File: src/rtl/pwm_cmd_pkg.sv
// ---------------------------------------------------------------------------
// pwm_cmd_pkg : state codes, link ASCII constants and code->ASCII mapping
// Rev 1.0
// ---------------------------------------------------------------------------
`default_nettype none

package pwm_cmd_pkg;

  typedef enum logic [2:0] {
    CMD_NONE      = 3'd0,
    CMD_IDLE      = 3'd1,
    CMD_PRELOAD   = 3'd2,
    CMD_DELIVERY  = 3'd3,
    CMD_TOP       = 3'd4,
    CMD_INCREMENT = 3'd5,
    CMD_DECREMENT = 3'd6,
    CMD_RSVD      = 3'd7
  } cmd_code_e;

  typedef enum logic [1:0] {
    H_IDLE     = 2'd0,
    H_SEND     = 2'd1,
    H_WAIT_TX  = 2'd2,
    H_WAIT_ACK = 2'd3
  } host_state_e;

  localparam logic [7:0] c_ascii_ack      = 8'h41;  // 'A'
  localparam logic [7:0] c_ascii_reached  = 8'h52;  // 'R'
  localparam logic [7:0] c_ascii_idle     = 8'h69;  // 'i'
  localparam logic [7:0] c_ascii_preload  = 8'h70;  // 'p'
  localparam logic [7:0] c_ascii_delivery = 8'h65;  // 'e'
  localparam logic [7:0] c_ascii_top      = 8'h74;  // 't'
  localparam logic [7:0] c_ascii_inc      = 8'h75;  // 'u'
  localparam logic [7:0] c_ascii_dec      = 8'h64;  // 'd'

  // 0x00 marks a code with no command byte
  function automatic logic [7:0] code_to_ascii(input logic [2:0] code);
    logic [7:0] ch;
    ch = 8'h00;
    case (code)
      CMD_IDLE:      ch = c_ascii_idle;
      CMD_PRELOAD:   ch = c_ascii_preload;
      CMD_DELIVERY:  ch = c_ascii_delivery;
      CMD_TOP:       ch = c_ascii_top;
      CMD_INCREMENT: ch = c_ascii_inc;
      CMD_DECREMENT: ch = c_ascii_dec;
      default:       ch = 8'h00;
    endcase
    return ch;
  endfunction

endpackage

`default_nettype wire

File: src/rtl/uart_8n1_phy.sv
// ---------------------------------------------------------------------------
// uart_8n1_phy : 8N1 UART serializer/deserializer, LSB first
// Rev 1.0
// ---------------------------------------------------------------------------
`default_nettype none

module uart_8n1_phy #(
  parameter int CLK_HZ = 27000000,
  parameter int BAUD   = 115200
) (
  input  logic       clk,
  input  logic       reset_n,
  input  logic       tx_load_i,
  input  logic [7:0] tx_data_i,
  output logic       tx_o,
  output logic       tx_busy_o,
  output logic       tx_done_o,
  input  logic       rx_i,
  output logic [7:0] rx_data_o,
  output logic       rx_valid_o,
  output logic       rx_frame_err_o
);

  localparam int BIT_CYC = CLK_HZ / BAUD;
  localparam int CW      = (BIT_CYC > 2) ? $clog2(BIT_CYC) : 1;
  localparam logic [CW-1:0] c_last    = CW'(BIT_CYC - 1);
  localparam logic [CW-1:0] c_half_m1 = CW'(BIT_CYC / 2 - 1);

  logic          tx_q, tx_busy_q, tx_done_q;
  logic [CW-1:0] tx_cnt_q;
  logic [3:0]    tx_bit_q;
  logic [8:0]    tx_shift_q;

  always_ff @(posedge clk) begin
    if (!reset_n) begin
      tx_q       <= 1'b1;
      tx_busy_q  <= 1'b0;
      tx_done_q  <= 1'b0;
      tx_cnt_q   <= '0;
      tx_bit_q   <= '0;
      tx_shift_q <= '1;
    end else begin
      tx_done_q <= 1'b0;
      if (!tx_busy_q) begin
        if (tx_load_i) begin
          tx_q       <= 1'b0;
          tx_shift_q <= {1'b1, tx_data_i};
          tx_cnt_q   <= '0;
          tx_bit_q   <= '0;
          tx_busy_q  <= 1'b1;
        end
      end else if (tx_cnt_q == c_last) begin
        tx_cnt_q <= '0;
        if (tx_bit_q == 4'd9) begin
          tx_busy_q <= 1'b0;
          tx_done_q <= 1'b1;
        end else begin
          tx_q       <= tx_shift_q[0];
          tx_shift_q <= {1'b1, tx_shift_q[8:1]};
          tx_bit_q   <= tx_bit_q + 4'd1;
        end
      end else begin
        tx_cnt_q <= tx_cnt_q + 1'b1;
      end
    end
  end

  logic [1:0]    rx_sync_q;
  logic          rx_prev_q, rx_busy_q, rx_valid_q, rx_ferr_q;
  logic [CW-1:0] rx_cnt_q;
  logic [3:0]    rx_bit_q;
  logic [7:0]    rx_shift_q;
  logic          w_rx_s;

  assign w_rx_s = rx_sync_q[1];

  // Bit 0 is the start bit, checked half a period in; later bits land mid-bit
  always_ff @(posedge clk) begin
    if (!reset_n) begin
      rx_sync_q  <= 2'b11;
      rx_prev_q  <= 1'b1;
      rx_busy_q  <= 1'b0;
      rx_valid_q <= 1'b0;
      rx_ferr_q  <= 1'b0;
      rx_cnt_q   <= '0;
      rx_bit_q   <= '0;
      rx_shift_q <= '0;
    end else begin
      rx_sync_q  <= {rx_sync_q[0], rx_i};
      rx_prev_q  <= w_rx_s;
      rx_valid_q <= 1'b0;
      rx_ferr_q  <= 1'b0;
      if (!rx_busy_q) begin
        if (rx_prev_q && !w_rx_s) begin
          rx_busy_q <= 1'b1;
          rx_cnt_q  <= '0;
          rx_bit_q  <= '0;
        end
      end else if (rx_bit_q == 4'd0) begin
        if (rx_cnt_q == c_half_m1) begin
          rx_cnt_q <= '0;
          if (w_rx_s) rx_busy_q <= 1'b0;
          else        rx_bit_q  <= 4'd1;
        end else begin
          rx_cnt_q <= rx_cnt_q + 1'b1;
        end
      end else if (rx_cnt_q == c_last) begin
        rx_cnt_q <= '0;
        if (rx_bit_q == 4'd9) begin
          rx_busy_q  <= 1'b0;
          rx_valid_q <= w_rx_s;
          rx_ferr_q  <= !w_rx_s;
        end else begin
          rx_shift_q <= {w_rx_s, rx_shift_q[7:1]};
          rx_bit_q   <= rx_bit_q + 4'd1;
        end
      end else begin
        rx_cnt_q <= rx_cnt_q + 1'b1;
      end
    end
  end

  assign tx_o           = tx_q;
  assign tx_busy_o      = tx_busy_q;
  assign tx_done_o      = tx_done_q;
  assign rx_data_o      = rx_shift_q;
  assign rx_valid_o     = rx_valid_q;
  assign rx_frame_err_o = rx_ferr_q;

endmodule

`default_nettype wire

File: src/rtl/pwm_cmd_host.sv
// ---------------------------------------------------------------------------
// pwm_cmd_host : host-side command initiator and reply parser for the PWM link
// Rev 1.0
// ---------------------------------------------------------------------------
`default_nettype none

module pwm_cmd_host
  import pwm_cmd_pkg::*;
#(
  parameter int CLK_HZ          = 27000000,
  parameter int BAUD            = 115200,
  parameter int ACK_TIMEOUT_CYC = 270000,
  parameter int MAX_RETRY       = 3,
  parameter int ALIVE_CYC       = 5400000
) (
  input  logic       clk,
  input  logic       reset_n,
  input  logic       cmd_valid,
  input  logic [2:0] cmd_code,
  output logic       cmd_ready,
  output logic       cmd_done,
  output logic       cmd_error,
  output logic [1:0] retry_cnt,
  input  logic       rx,
  output logic       tx,
  output logic       reached_pulse,
  output logic       state_valid,
  output logic [7:0] state_msg,
  output logic       link_alive
);

  localparam int TMR_W = $clog2(ACK_TIMEOUT_CYC + 1);
  localparam int ALV_W = (ALIVE_CYC > 2) ? $clog2(ALIVE_CYC) : 1;
  localparam logic [TMR_W-1:0] c_ack_to    = TMR_W'(ACK_TIMEOUT_CYC);
  localparam logic [ALV_W-1:0] c_alive_end = ALV_W'(ALIVE_CYC - 1);
  localparam logic [1:0]       c_max_retry = 2'(MAX_RETRY);

  logic       w_tx_load, w_tx_busy, w_tx_done;
  logic [7:0] w_rx_data;
  logic       w_rx_valid, w_rx_ferr;

  host_state_e      state_q;
  logic [2:0]       code_q;
  logic [1:0]       retry_q;
  logic [TMR_W-1:0] ack_tmr_q;
  logic             cmd_ready_q, cmd_done_q, cmd_error_q;
  logic             reached_q, state_valid_q, alive_q;
  logic [7:0]       state_msg_q;
  logic [ALV_W-1:0] alive_cnt_q;
  logic             w_ack;

  assign w_tx_load = (state_q == H_SEND) && !w_tx_busy;
  assign w_ack     = w_rx_valid && (w_rx_data == c_ascii_ack) && (state_q == H_WAIT_ACK);

  uart_8n1_phy #(
    .CLK_HZ (CLK_HZ),
    .BAUD   (BAUD)
  ) u_phy (
    .clk            (clk),
    .reset_n        (reset_n),
    .tx_load_i      (w_tx_load),
    .tx_data_i      (code_to_ascii(code_q)),
    .tx_o           (tx),
    .tx_busy_o      (w_tx_busy),
    .tx_done_o      (w_tx_done),
    .rx_i           (rx),
    .rx_data_o      (w_rx_data),
    .rx_valid_o     (w_rx_valid),
    .rx_frame_err_o (w_rx_ferr)
  );

  always_ff @(posedge clk) begin
    if (!reset_n) begin
      state_q     <= H_IDLE;
      code_q      <= 3'd0;
      retry_q     <= 2'd0;
      ack_tmr_q   <= '0;
      cmd_ready_q <= 1'b1;
      cmd_done_q  <= 1'b0;
      cmd_error_q <= 1'b0;
    end else begin
      cmd_done_q  <= 1'b0;
      cmd_error_q <= 1'b0;
      case (state_q)
        H_IDLE: begin
          if (cmd_valid && cmd_ready_q) begin
            retry_q <= 2'd0;
            if (code_to_ascii(cmd_code) == 8'h00) begin
              cmd_error_q <= 1'b1;
            end else begin
              code_q      <= cmd_code;
              cmd_ready_q <= 1'b0;
              state_q     <= H_SEND;
            end
          end
        end
        H_SEND: if (!w_tx_busy) state_q <= H_WAIT_TX;
        H_WAIT_TX: begin
          if (w_tx_done) begin
            ack_tmr_q <= '0;
            state_q   <= H_WAIT_ACK;
          end
        end
        H_WAIT_ACK: begin
          // An ack landing on the timeout cycle still completes the command
          if (w_ack) begin
            cmd_done_q  <= 1'b1;
            cmd_ready_q <= 1'b1;
            state_q     <= H_IDLE;
          end else if (ack_tmr_q == c_ack_to) begin
            if (retry_q < c_max_retry) begin
              retry_q <= retry_q + 2'd1;
              state_q <= H_SEND;
            end else begin
              cmd_error_q <= 1'b1;
              cmd_ready_q <= 1'b1;
              state_q     <= H_IDLE;
            end
          end else begin
            ack_tmr_q <= ack_tmr_q + 1'b1;
          end
        end
        default: state_q <= H_IDLE;
      endcase
    end
  end

  always_ff @(posedge clk) begin
    if (!reset_n) begin
      reached_q     <= 1'b0;
      state_valid_q <= 1'b0;
      state_msg_q   <= 8'h00;
      alive_q       <= 1'b0;
      alive_cnt_q   <= '0;
    end else begin
      reached_q     <= w_rx_valid && (w_rx_data == c_ascii_reached);
      state_valid_q <= 1'b0;
      if (w_rx_valid && (w_rx_data != c_ascii_ack) && (w_rx_data != c_ascii_reached)) begin
        state_valid_q <= 1'b1;
        state_msg_q   <= w_rx_data;
      end
      if (w_rx_valid) begin
        alive_q     <= 1'b1;
        alive_cnt_q <= '0;
      end else if (alive_q) begin
        if (alive_cnt_q == c_alive_end) alive_q <= 1'b0;
        else                            alive_cnt_q <= alive_cnt_q + 1'b1;
      end
    end
  end

  assign cmd_ready     = cmd_ready_q;
  assign cmd_done      = cmd_done_q;
  assign cmd_error     = cmd_error_q;
  assign retry_cnt     = retry_q;
  assign reached_pulse = reached_q;
  assign state_valid   = state_valid_q;
  assign state_msg     = state_msg_q;
  assign link_alive    = alive_q;

endmodule

`default_nettype wire
File: config.mk
export PLATFORM = sky130hd
export DESIGN_NAME = pwm_cmd_host
export DESIGN_NICKNAME = d
export VERILOG_FILES = /design/src/rtl/pwm_cmd_pkg.sv /design/src/rtl/uart_8n1_phy.sv /design/src/rtl/pwm_cmd_host.sv
export SDC_FILE = /design/constraint.sdc
export NUM_CORES = 1
export LEC_CHECK = 0
export CAP_MARGIN = 20
export CORE_MARGIN = 2
export CORE_UTILIZATION = 45
export DETAILED_ROUTE_END_ITERATION = 7
export HOLD_SLACK_MARGIN = 0.1
export SETUP_SLACK_MARGIN = 0.3
export SLEW_MARGIN = 20
export SYNTH_ARGS = -nofsm -noshare
export SYNTH_HDL_FRONTEND = slang
export SYNTH_SLANG_ARGS = --single-unit
File: constraint.sdc
create_clock -name clk -period 3.4 [get_ports clk]
set_clock_uncertainty 0.05 [all_clocks]
set_input_delay 1.02 -clock clk [delete_from_list [all_inputs] [get_ports clk]]
set_output_delay 1.02 -clock clk [all_outputs]
set_load 0.01 [all_outputs]
==> results.toml <==
[run_status]
status = "completed"

[logic_synthesis]
synth_area_per_cell_sq_um = 8.54
synth-seq-cells = 111
yosysTopAreaCellShare_pct = 40.4
async_flop_share_pct = 0
synth.most_common_cell = "dfxtp_1"
ys_seq_area_share_pct = 40.4
synth_common_cells = "dfxtp_1 (111), nor2_1 (61), nand2_1 (60), a21oi_1 (46), nand3_1 (28)"
synth_top_area_cell = "dfxtp_1"
synth_edf_count = 0
netlist_top_cells_area = "dfxtp_1 (40%), ha_1 (4.3%), a21oi_1 (4.2%), nor2_1 (4.2%), nand2_1 (4.1%)"
synthDistinctLibCells = 65
yosys_warnings = 0
synthCells = 644
synthesis.nets = 670
synth_ff_type = "dfxtp_1"
syn_area_sq_um = 5500

[placed_design]
io_buffers = 23
gp_congestion = 0.771
hpwl_mm = 8.19

[cells_and_area]
synthToLayoutAreaGrowth_pct = 11.9
drive_gt1_share_pct = 6.02
layout.nets = 685
diodes = 0

[global_routing]
grt_pass1_wl_mm = 20.4
grt_start_max_net_pins = 26
grt_pass1_vias = 4384
grt_overflow_total = 0
grt_usage_pct = 18.9
antenna_found_initial = 0

[routing]
drt-initial-drc-count = 303
wl_per_cell_microns = 14.3
drc_errors = 0
via_per_inst = 5.79
wirelength_mm = 11.6
ant_nets = 0
route.vias.total = 4696
first_pass_iters = 6

[clock_network]
cts_resized = 0
htree_num_levels = 3
cts_tree = "yes"
numCtsBuffers = 9
numClockSinks = 111
ctsHoldBuffers = 0
clockBufferDepth = 2
clkTransAtPathRegs_ps = 70
root_buffer = "clkbuf_16"
insertion_delay_ps = 350
cts_setup_buffers = 0

[critical_path]
cp-start-kind = "register"
crit_arrival_ps = 2950
criticalPathCategory = "register to register"
crit_path_end_kind = "register"
worstPathMaxFanout = 16
critical_path_required_ps = 3630

[job]
drv_cap = 0

[floorplanning]
die-width_microns = 115
io_pins = 24
initial_core_util_pct = 46.0
die_area_sq_um = 13100
die_h_microns = 115
coreArea_sq_um = 12000
num_rows = 40

[sta]
rsz0062_at_grt = "no"
slew_violations = 0
hold_violations = 0
min_period_ps = 2730
tightest_slew_ps = 1060
setup_viol_count_final = 0
fmax_ghz = 0.367
tns_ps = 0
maxSlewHeadroom_pct = 28.9
period_share_pct = 80.2

[power]
ir_worst_vdd_v = 0.000317
total_power_uw = 2990
p_sw_share_pct = 28.5
power.leakage_uw = 0.00214
clkPwrFrac_pct = 33.8
seqPwrFrac_pct = 48.7
intPower_uw = 2140
power.switching_uw = 854
power_density_nw_per_um2 = 487
pwr-share-comb_pct = 17.5

[worst_hold_path]
hp-class = "register to register"
-- layer usage --
metal / wire length [microns] / GRT usage, % / up-vias / part of all wire [%]
li1: - / - / 2410 / -
met1: 5750 / 24.8 / 2208 / 50
met2: 5380 / 31.4 / 68 / 46
met3: 359 / 4.92 / 10 / 3.1
met4: 123 / 4.23 / 0 / 1.1
met5: 0 / 0 / - / 0
-- kinds of logic (layout without fill, tap and decap cells) --
kind of cell / count (synthesis) / after routing / synth area share (%)
AO/OA/AOI/OAI: 150 / 150 / 18.1
XOR/XNOR: 13 / 13 / 2.07
flip-flops: 111 / 111 / 40.4
buffers and inverters: 52 / 72 / 3.66
multiplexers: 22 / 22 / 4.01
adder cells (fa/ha/maj): 19 / 19 / 4.32
AND/OR/NAND/NOR: 277 / 277 / 27.4
-- path summary, 6_finish.rpt --
path	startpoint	end	slack, ps	depth (start not counted)
hold reg to reg	u_phy.rx_sync_q[0]$_SDFF_PN1_	u_phy.rx_sync_q[1]$_SDFF_PN1_	360	1
hold / removal	u_phy.rx_sync_q[0]$_SDFF_PN1_	u_phy.rx_sync_q[1]$_SDFF_PN1_	360	1
setup / recovery	state_q[1]$_SDFFE_PN0P_	ack_tmr_q[12]$_SDFFE_PN0P_	670	6
setup reg to reg	state_q[1]$_SDFFE_PN0P_	ack_tmr_q[12]$_SDFFE_PN0P_	670	6
-- worst max-delay path, stage by stage (launching register included) --
cell and delay, ps:
dfxtp_1 400, ha_1 390, mux2i_1 220, a41oi_1 340, o211ai_1 500, or4_1 610
a21oi_1 150
-- flip-flops by register name, indices dropped and copies added, names as in the netlist, 3 cells and up --
register	flops
code_q	3
u_phy.tx_bit_q	4
u_phy.tx_cnt_q	8
state_msg	8
u_phy.tx_shift_q	8
u_phy.rx_bit_q	4
alive_cnt_q	23
ack_tmr_q	19
u_phy.rx_data_o	8
u_phy.rx_cnt_q	8
-- power by group through the flow --
stage               clock, uW  combinational [uW]  sequential [uW]
CTS                      1060                 525             1460
finish                   1010                 524             1460
detailed placement          0                 523             1490
global placement            0                 512             1480
global route             1110                 600             1470
floorplan                   0                 420             1450
-- cell usage in the layout (no fill, tap or decap), drive strengths merged, types with 6 or more instances in the layout --
cell type	count
and3	17
dfxtp	111
nand2	60
ha	19
nand3	28
a31oi	18
o31ai	9
o211ai	10
nor3b	7
nor4	6
clkbuf	12
nor2	62
mux2i	22
nand2b	6
and2	8
xor2	8
nand3b	6
or3b	6
nand4	13
o21ai	25
nor3	9
inv	25
clkdlybuf4s50	23
a21oi	46
or3	16
or4	15
buf	8
-- final cells by class --
| type | count | area [sq um] |
|---|---|---|
| Multi-Input combinational cell | 481 | 3070 |
| Tap cell | 147 | 184 |
| Timing Repair Buffer | 31 | 290 |
| Inverter | 25 | 93.8 |
| Clock inverter | 4 | 30.0 |
| Fill cell | 1131 | 5810 |
| Clock buffer | 12 | 256 |
| Sequential cell | 111 | 2220 |
-- through the flow --
step | std cells | hold slack, ps | area (sq um) | setup WS, ps | util (%)
5_1_grt | 811 | 387 | 6150 | 441 | 51.4
3_3_place_gp | 795 | 346 | 5860 | 468 | 49.0
6_report | 811 | 362 | 6150 | 673 | 51.4
4_1_cts | 811 | 369 | 6150 | 662 | 51.4
3_5_place_dp | 795 | 350 | 5860 | 400 | 49.0
2_1_floorplan | 644 | 336 | 5500 | 1000 | -
(Power assumes the default switching activity.)
